===== config.mk =====
export PLATFORM = sky130hd
export DESIGN_NAME = execute_multicycle
export DESIGN_NICKNAME = d
export VERILOG_FILES = /design/src/rtl/execute_pkg.sv /design/src/rtl/vector_lane_alu.sv /design/src/rtl/execute_multicycle.sv
export SDC_FILE = /design/constraint.sdc
export NUM_CORES = 2
export LEC_CHECK = 0
export ABC_AREA = 0
export CAP_MARGIN = 25
export CORE_UTILIZATION = 40
export CTS_BUF_LIST = sky130_fd_sc_hd__clkbuf_8
export DETAILED_ROUTE_END_ITERATION = 8
export REMOVE_ABC_BUFFERS = 1
export SLEW_MARGIN = 20
export SYNTH_ARGS = -nofsm -noshare
export SYNTH_HDL_FRONTEND = slang
export SYNTH_SLANG_ARGS = --single-unit

===== constraint.sdc =====
create_clock -name clk -period 12.3 [get_ports clk]
set_clock_uncertainty 0.2 [all_clocks]
set_input_delay 2.46 -clock clk [delete_from_list [all_inputs] [get_ports clk]]
set_output_delay 2.46 -clock clk [all_outputs]
set_load 0.01 [all_outputs]

===== src/rtl/execute_pkg.sv =====
// Shared opcode and FSM state types plus default widths for the multicycle execute stage.
package execute_pkg;

   localparam int OPCODE_W          = 3;
   localparam int DEF_SCALAR_W      = 48;
   localparam int DEF_VECTOR_W      = 8;
   localparam int DEF_VECTOR_SIZE   = 6;
   localparam int DEF_LANES_PER_CYC = 2;

   typedef enum logic [OPCODE_W-1:0] {
      OP_ADD  = 3'b000,
      OP_SUB  = 3'b001,
      OP_AND  = 3'b010,
      OP_OR   = 3'b011,
      OP_XOR  = 3'b100,
      OP_SHL  = 3'b101,
      OP_SHR  = 3'b110,
      OP_PASS = 3'b111
   } alu_op_e;

   typedef enum logic [1:0] {
      IDLE,
      BUSY,
      DONE
   } state_e;

endpackage


===== src/rtl/vector_lane_alu.sv =====
// Single-lane combinational ALU with optional unsigned saturation for ADD/SUB.
module vector_lane_alu
   import execute_pkg::*;
#(
   parameter int WIDTH = DEF_VECTOR_W
) (
   input  alu_op_e          op,
   input  logic             saturate,
   input  logic [WIDTH-1:0] a,
   input  logic [WIDTH-1:0] b,
   output logic [WIDTH-1:0] result
);

   localparam logic [WIDTH-1:0] WIDTH_L = WIDTH'(WIDTH);

   logic [WIDTH:0]   sum;
   logic [WIDTH:0]   diff;
   logic [WIDTH-1:0] shamt;

   always_comb begin
      // NOTE: every output gets a default before the case so no latch is inferred.
      sum    = {1'b0, a} + {1'b0, b};
      diff   = {1'b0, a} - {1'b0, b};
      shamt  = b % WIDTH_L;
      result = '0;
      unique case (op)
         OP_ADD:  result = (saturate && sum[WIDTH])  ? '1 : sum[WIDTH-1:0];
         OP_SUB:  result = (saturate && diff[WIDTH]) ? '0 : diff[WIDTH-1:0];
         OP_AND:  result = a & b;
         OP_OR:   result = a | b;
         OP_XOR:  result = a ^ b;
         OP_SHL:  result = a << shamt;
         OP_SHR:  result = a >> shamt;
         OP_PASS: result = b;
         default: result = '0;
      endcase
   end

endmodule


===== src/rtl/execute_multicycle.sv =====
// Execute stage: scalar ops finish in one cycle, vector ops run LANES_PER_CYCLE lanes per beat.
module execute_multicycle
   import execute_pkg::*;
#(
   parameter int SCALAR_DATA_WIDTH = DEF_SCALAR_W,
   parameter int VECTOR_DATA_WIDTH = DEF_VECTOR_W,
   parameter int VECTOR_SIZE       = DEF_VECTOR_SIZE,
   parameter int LANES_PER_CYCLE   = DEF_LANES_PER_CYC
) (
   input  logic                                           clk,
   input  logic                                           rst_n,
   input  logic                                           inValid,
   output logic                                           inReady,
   input  logic [SCALAR_DATA_WIDTH-1:0]                   scalarData1,
   input  logic [SCALAR_DATA_WIDTH-1:0]                   scalarData2,
   input  logic [SCALAR_DATA_WIDTH-1:0]                   scalarInmediate,
   input  logic [VECTOR_SIZE-1:0][VECTOR_DATA_WIDTH-1:0]  vectorOperand1,
   input  logic [VECTOR_SIZE-1:0][VECTOR_DATA_WIDTH-1:0]  vectorOperand2,
   input  logic [OPCODE_W-1:0]                            aluControl,
   input  logic                                           useInmediate,
   input  logic                                           isScalarInstruction,
   input  logic                                           writeScalar,
   input  logic                                           saturate,
   output logic                                           outValid,
   input  logic                                           outReady,
   output logic [SCALAR_DATA_WIDTH-1:0]                   out,
   output logic [SCALAR_DATA_WIDTH-1:0]                   dataToWrite,
   output logic                                           N,
   output logic                                           Z,
   output logic                                           V,
   output logic                                           C
);

   localparam int NUM_BEATS = VECTOR_SIZE / LANES_PER_CYCLE;
   localparam int BEAT_W    = (NUM_BEATS > 1) ? $clog2(NUM_BEATS) : 1;
   localparam int LANE_W    = (VECTOR_SIZE > 1) ? $clog2(VECTOR_SIZE) : 1;
   localparam int MSB       = SCALAR_DATA_WIDTH - 1;
   localparam logic [BEAT_W-1:0]            LAST_BEAT = BEAT_W'(NUM_BEATS - 1);
   localparam logic [SCALAR_DATA_WIDTH-1:0] SW_L      = SCALAR_DATA_WIDTH'(SCALAR_DATA_WIDTH);

   typedef logic [VECTOR_SIZE-1:0][VECTOR_DATA_WIDTH-1:0] vec_t;

   state_e            state;
   logic [BEAT_W-1:0] beat;
   vec_t              op1_q, op2_q, res_q;
   alu_op_e           op_q;
   logic              sat_q;
   logic              accept;

   assign inReady = (state == IDLE) || (state == DONE && outReady);
   assign accept  = inValid && inReady;
   assign out     = res_q;

   // Scalar result and flags are formed from the live operands and latched on accept.
   logic [SCALAR_DATA_WIDTH-1:0] s_b, s_shamt, s_res;
   logic [SCALAR_DATA_WIDTH:0]   s_sum, s_diff;
   logic                         s_c, s_v;

   always_comb begin
      s_b     = useInmediate ? scalarInmediate : scalarData2;
      s_sum   = {1'b0, scalarData1} + {1'b0, s_b};
      s_diff  = {1'b0, scalarData1} - {1'b0, s_b};
      s_shamt = s_b % SW_L;
      s_res   = '0;
      s_c     = 1'b0;
      s_v     = 1'b0;
      unique case (alu_op_e'(aluControl))
         OP_ADD: begin
            s_res = s_sum[MSB:0];
            s_c   = s_sum[SCALAR_DATA_WIDTH];
            s_v   = (scalarData1[MSB] == s_b[MSB]) && (s_res[MSB] != scalarData1[MSB]);
         end
         OP_SUB: begin
            s_res = s_diff[MSB:0];
            s_c   = ~s_diff[SCALAR_DATA_WIDTH];
            s_v   = (scalarData1[MSB] != s_b[MSB]) && (s_res[MSB] != scalarData1[MSB]);
         end
         OP_AND:  s_res = scalarData1 & s_b;
         OP_OR:   s_res = scalarData1 | s_b;
         OP_XOR:  s_res = scalarData1 ^ s_b;
         OP_SHL:  s_res = scalarData1 << s_shamt;
         OP_SHR:  s_res = scalarData1 >> s_shamt;
         OP_PASS: s_res = s_b;
         default: s_res = '0;
      endcase
   end

   logic [LANE_W-1:0]            base_lane;
   logic [VECTOR_DATA_WIDTH-1:0] lane_res [LANES_PER_CYCLE];

   assign base_lane = LANE_W'(beat * LANES_PER_CYCLE);

   for (genvar i = 0; i < LANES_PER_CYCLE; i++) begin : g_lane
      vector_lane_alu #(.WIDTH(VECTOR_DATA_WIDTH)) u_alu (
         .op       (op_q),
         .saturate (sat_q),
         .a        (op1_q[base_lane + LANE_W'(i)]),
         .b        (op2_q[base_lane + LANE_W'(i)]),
         .result   (lane_res[i])
      );
   end

   always_ff @(posedge clk or negedge rst_n) begin
      if (!rst_n) begin
         state       <= IDLE;
         beat        <= '0;
         outValid    <= 1'b0;
         res_q       <= '0;
         dataToWrite <= '0;
         N           <= 1'b0;
         Z           <= 1'b0;
         V           <= 1'b0;
         C           <= 1'b0;
         op1_q       <= '0;
         op2_q       <= '0;
         op_q        <= OP_ADD;
         sat_q       <= 1'b0;
      end else begin
         // NOTE: state registers use non-blocking assignments so every update sees pre-edge values.
         unique case (state)
            IDLE, DONE: begin
               if (accept) begin
                  op1_q       <= vectorOperand1;
                  op2_q       <= vectorOperand2;
                  op_q        <= alu_op_e'(aluControl);
                  sat_q       <= saturate;
                  dataToWrite <= writeScalar ? scalarData2 : vectorOperand2;
                  beat        <= '0;
                  if (isScalarInstruction) begin
                     state    <= DONE;
                     outValid <= 1'b1;
                     res_q    <= s_res;
                     N        <= s_res[MSB];
                     Z        <= (s_res == '0);
                     V        <= s_v;
                     C        <= s_c;
                  end else begin
                     state    <= BUSY;
                     outValid <= 1'b0;
                  end
               end else if (state == DONE && outReady) begin
                  state    <= IDLE;
                  outValid <= 1'b0;
               end
            end
            BUSY: begin
               for (int i = 0; i < LANES_PER_CYCLE; i++) begin
                  res_q[base_lane + LANE_W'(i)] <= lane_res[i];
               end
               if (beat == LAST_BEAT) begin
                  state    <= DONE;
                  outValid <= 1'b1;
                  beat     <= '0;
               end else begin
                  beat <= beat + 1'b1;
               end
            end
            default: state <= IDLE;
         endcase
      end
   end

endmodule


# Word level (Yosys, flattened, before mapping)
# Cells that the tools add are included.
# word_totals
output_inout_bits	102
regBits	205
# classes
add_sub_neg	8
shift	6
magnitude_cmp	4
mux	41
reduce_logical	23
bitwise	10
eq_ne	25
div	1
# op_table
cell	count
$pmux 48 s8	1
$mux 48	4
$pmux 8 s8	2
$bwmux 48	2
$pmux 48 s2	1
$mux 8	10
$add 48x48->49	1
$sub 48x48->49	1
$and 48x48->48	1
$bmux 8 s3	2
$logic_not 48->1	1
$mod 48x6->48 const B	1
$or 48x48->48	1
$shl 48x48->48	1
$shr 48x48->48	1
$xor 48x48->48	1
$bmux 8 s2	2
$demux 8 s3	1
$eq 3x3->1 const B	8
$add 8x8->9	2
$sub 8x8->9	2
$and 8x8->8	2
$demux 8 s2	1
$or 8x8->8	2
28 further kinds	67

# Longest topological paths before layout
# depth
depth_word	9
depth_mapped	56
depth_no_buf	48

# Hierarchy
# From an unflattened synthesis, not the netlist that was laid out.
# unflattened
hier_cells	4011
hier_area_um2	29149.2
# by_module_without_submodules
mod	area_each_um2	cells_per_inst	instances
execute_multicycle	25525.7	3528	1
vector_lane_alu at g_lane[1].u_alu	1844.3	247	1
vector_lane_alu at g_lane[0].u_alu	1779.2	236	1

# Worst setup path before layout
# OpenSTA, ideal clock, no wires.
# synth_path
path_type	in2reg
startpoint	input useInmediate
endpoint	register Z
path_stages	54
setup_ns	0.103
arrival_ns	13.853
path_slack_ns	-1.857
path_cell_list	buf_6 -> buf_2 -> buf_1 -> buf_1 -> clkbuf_1 -> buf_1 -> clkbuf_1 -> mux2i_1 -> clkbuf_1 -> buf_1 -> clkbuf_1 -> ha_1 -> a21o_1 -> a21oi_1 -> o21ai_0 -> a21oi_1 -> o21ai_0 -> a21oi_1 -> [18 not listed] -> o211ai_1 -> a21oi_1 -> nor2_1 -> nor2_1 -> o21bai_1 -> a21oi_1 -> o21bai_1 -> a21oi_1 -> o21bai_1 -> a21oi_1 -> o21bai_1 -> a21oi_1 -> o21bai_1 -> o311ai_0 -> xor2_1 -> o221ai_1 -> nand4b_1 -> o41ai_2
# synth_via
elab_chain_cells	5
elab_cells_between_ends	11
# synth_lines
element	line_no	text
start, declared	execute_multicycle.sv:20	input logic useInmediate,
$mux 48 *	execute_multicycle.sv:60	s_b = useInmediate ? scalarInmediate : scalarData2;
$mod 48x6->48	execute_multicycle.sv:63	s_shamt = s_b % SW_L;
$shr 48x48->48 or $shl 48x48->48 (tied branches)	execute_multicycle.sv:82, execute_multicycle.sv:81	
$pmux 48 s8 *	execute_multicycle.sv:67	unique case (alu_op_e'(aluControl))
$logic_not 48->1 *	execute_multicycle.sv:134	Z <= (s_res == '0);
end signal, assigned	execute_multicycle.sv:134	
end, declared	execute_multicycle.sv:29	output logic Z,
# Mark *: on every way between the ends. The rest lies on a longest branch, timed or not.
# A chain may end at the register's enable or synchronous reset.

# Worst setup path after layout
# layout_path
startpoint	input useInmediate
endpoint	register res_q (netlist bit out[40])
# layout_via
elab_chain_cells	7
elab_cells_between_ends	13
# layout_lines
element	line_no	text
$mux 48 *	execute_multicycle.sv:60	
$mod 48x6->48	execute_multicycle.sv:63	
$shr 48x48->48 or $shl 48x48->48 (tied branches)	execute_multicycle.sv:82, execute_multicycle.sv:81	
$pmux 48 s8 *	execute_multicycle.sv:67	
$mux 48 *	execute_multicycle.sv:129	if (isScalarInstruction) begin
$mux 48 *	execute_multicycle.sv:122	if (accept) begin
$pmux 48 s2 *	execute_multicycle.sv:120	unique case (state)
end signal, assigned	execute_multicycle.sv:132	res_q <= s_res;
end signal, assigned by index	execute_multicycle.sv:148	res_q[base_lane + LANE_W'(i)] <= lane_res[i];
end, declared	execute_multicycle.sv:45	vec_t op1_q, op2_q, res_q;
# Mark *: on every way between the ends. The rest lies on a longest branch, timed or not. The select of a mux whose other input is x is not followed.

==> impl_metrics.json <==
{
  "status": "finished, violations left",
  "violations": "negative setup slack",
  "hold_path_startpoint": "out[10]",
  "nets": 5416,
  "clk_latency_ps": 610,
  "async_flop_share": 1.000,
  "ys_seq_area_frac": 0.1750,
  "dieArea_sq_um": 74380,
  "drv_cap": 0,
  "synth_edf_count": 0,
  "ys_types": 109,
  "portBuffers": 352,
  "cts_tree": "done",
  "synth_area_leaders": "dfrtp_1 (17%), mux2i_1 (12%), nand2_1 (8.4%), ha_1 (8.3%), a21oi_1 (6.9%)",
  "first_pass_iters": 8,
  "num_vias": 36220,
  "vdd_drop_max_mv": 0.1949,
  "hold_buffers": 0,
  "routed_wl_mm": 152.7,
  "tightest_slew_ps": 1311,
  "leakage_nw": 18.38,
  "endpoint_kind": "flip-flop",
  "powerDensity_nw_per_um2": 199.3,
  "drv_slew": 0,
  "layout_min_cycle_time_ps": 13370,
  "ant_nets": 0,
  "hold_path_class": "reg -> reg",
  "critPathLaunchType": "primary input",
  "final_core_util": 0.5728,
  "path_class": "in -> reg",
  "finalPower_w": 0.008215,
  "cp_slowest_stage_delay_ps": 500,
  "rsz0062_at_grt": "yes",
  "ys.flop_type": "dfrtp_1",
  "antenna_found_initial": 8,
  "required_ps": 12560,
  "yosysTopAreaCell": "dfrtp_1",
  "fmax_ghz": 0.07478,
  "setup_viol": 50,
  "pre_cts_slack_ps": -2278,
  "grt_pass1_vias": 34120,
  "yosysMostFrequentCell": "nand2_1",
  "fp-row-count": 98,
  "synth_top_area_frac": 0.1750,
  "synth_seq_cells": 205,
  "critical_path.reg2reg.startpoint": "beat[0]",
  "crit_fanout": 6,
  "dp_hpwl_mm": 120.6,
  "drc": 0,
  "routabilityCongestion": 1.099,
  "grt_max_degree": 93,
  "cts-buffers-inserted": 38,
  "syn_inst": 4192,
  "core_sq_um": 71980,
  "hold_path_depth": 2,
  "area_delta_synth_final_pct": 40.63,
  "cp_data_arrival_time_ps": 13630,
  "syn_area_sq_um": 29320,
  "start_util": 0.4073,
  "dieWidth_um": 272.7,
  "grt_pass1_wl_mm": 223.6,
  "cts_buffer_depth": 3,
  "holdWs_ps": 264.5,
  "rr_worst_depth": 20,
  "viasPerCell": 6.093,
  "finalHoldViolCount": 0,
  "hold_end": "out[10]",
  "cts-root-buf": "clkbuf_8",
  "r2r_end": "out[35]",
  "reg2reg_slack_ps": 6210,
  "ioPinCount": 353,
  "fin_crit_sh": 1.087,
  "synth_area_per_cell_sq_um": 6.994,
  "die_h_um": 272.7,
  "clock-sinks": 205,
  "final.setup.worst_slack_ps": -1073,
  "synth_common_cells": "nand2_1 (659), a21oi_1 (402), nor2_1 (388)",
  "layout-drive-gt1-share": 0.2109,
  "cts_max_level": 2,
  "cp_slowest_cell": "o41a_4",
  "slew_headroom": 0.1258,
  "drtIter0Drc": 3881,
  "path_clk_slew_ps": 60,
  "gr-total-overflow": 0,
  "grt_usage": 0.3976,
  "yosys_warnings": 0,
  "wire_per_inst_um": 25.68
}
==> routing by layer <==
layer | GRT usage | routed length [um]
met1 | 0.5249 | 63720
met2 | 0.6180 | 66570
met3 | 0.07750 | 13580
met4 | 0.1935 | 8779
met5 | 0 | 7
==> worst max path at each step <==
stage / from / to / slack (ps) / cells after the start
2_1_floorplan: useInmediate / Z / -4240 / 44
3_3_place_gp: scalarData2[43] / Z / -2170 / 48
3_5_place_dp: scalarData2[43] / Z / -2280 / 48
4_1_cts: useInmediate / Z / -780 / 54
5_1_grt: scalarData2[42] / Z / -1410 / 56
6_report: useInmediate / out[40] / -1070 / 54
==> sequential cells by signal (all words and copies together), names as in the netlist <==
name         count
op1_q           48
beat             2
op_q             3
N                1
dataToWrite     48
state            2
C                1
sat_q            1
op2_q           48
Z                1
V                1
out             48
outValid         1
==> power by group <==
group / total (W) / switching [W] / internal (W)
sequential: 0.00121 / 0.000211 / 0.000997
clock: 0.000675 / 0.000316 / 0.000360
combinational: 0.00633 / 0.00375 / 0.00258
total: 0.00822 / 0.00428 / 0.00394
==> timing repair <==
action,in CTS,in global routing
pin swaps,111,61
cloned,2,0
endpoints found under the setup margin,50,52
gates resized for setup,427,69
buffers inserted,107,21
==> cells in the final DEF, fill, tap and decap left out, drive strengths merged, types with 28 or more instances in the layout <==
master	count
a31oi	48
o21ai	368
nor2	388
nand2	659
clkbuf	46
xnor2	76
a22oi	47
clkdlybuf4s50	332
inv	226
nor3	121
o22ai	57
o31ai	28
dfrtp	205
mux2i	348
buf	671
ha	194
a21o	28
a211oi	40
nand3	74
a21oi	404
o211ai	52
o21bai	47
a221oi	45
==> critical path: cells and delay by family <==
| kind | cells | cell delay, ps |
|---|---|---|
| AO/OA/AOI/OAI | 29 | 6160 |
| buffers and inverters | 11 | 1560 |
| XOR/XNOR | 1 | 130 |
| multiplexers | 6 | 1760 |
| AND/OR/NAND/NOR | 7 | 1520 |
==> cells by family (layout without fill, tap and decap cells) <==
kind of cell / Yosys count / after routing / synth area share
AND/OR/NAND/NOR: 1427 / 1427 / 0.2091
AO/OA/AOI/OAI: 1391 / 1391 / 0.3050
buffers and inverters: 517 / 1313 / 0.06815
multiplexers: 369 / 369 / 0.1311
flip-flops: 205 / 205 / 0.1750
adder cells (fa/ha/maj): 200 / 200 / 0.08689
XOR/XNOR: 83 / 83 / 0.02480
other: 0 / 6 / 0
==> per-stage QoR <==
stage	instances	cell area, sq um	TNS [ps]
after global routing	5941	41220	-43930
after global placement	5750	37230	-77750
after floorplan	3911	28210	-169700
final	5944	41230	-24750
after CTS	5919	40710	-12010
after detailed placement	5751	37240	-84620
==> layout make-up <==
type                    instances  area, sq um
fillers                      6933        30750
multi-input cells            3470        24100
repair buffers               1014         9153
flip-flops and latches        205         5131
well taps                     950         1189
inverters                     236        902.1
clock buffers                  46        633.1
clock inverters                17        110.1
diodes                          6        15.01
Note: power is estimated with default switching activity, not from simulation.
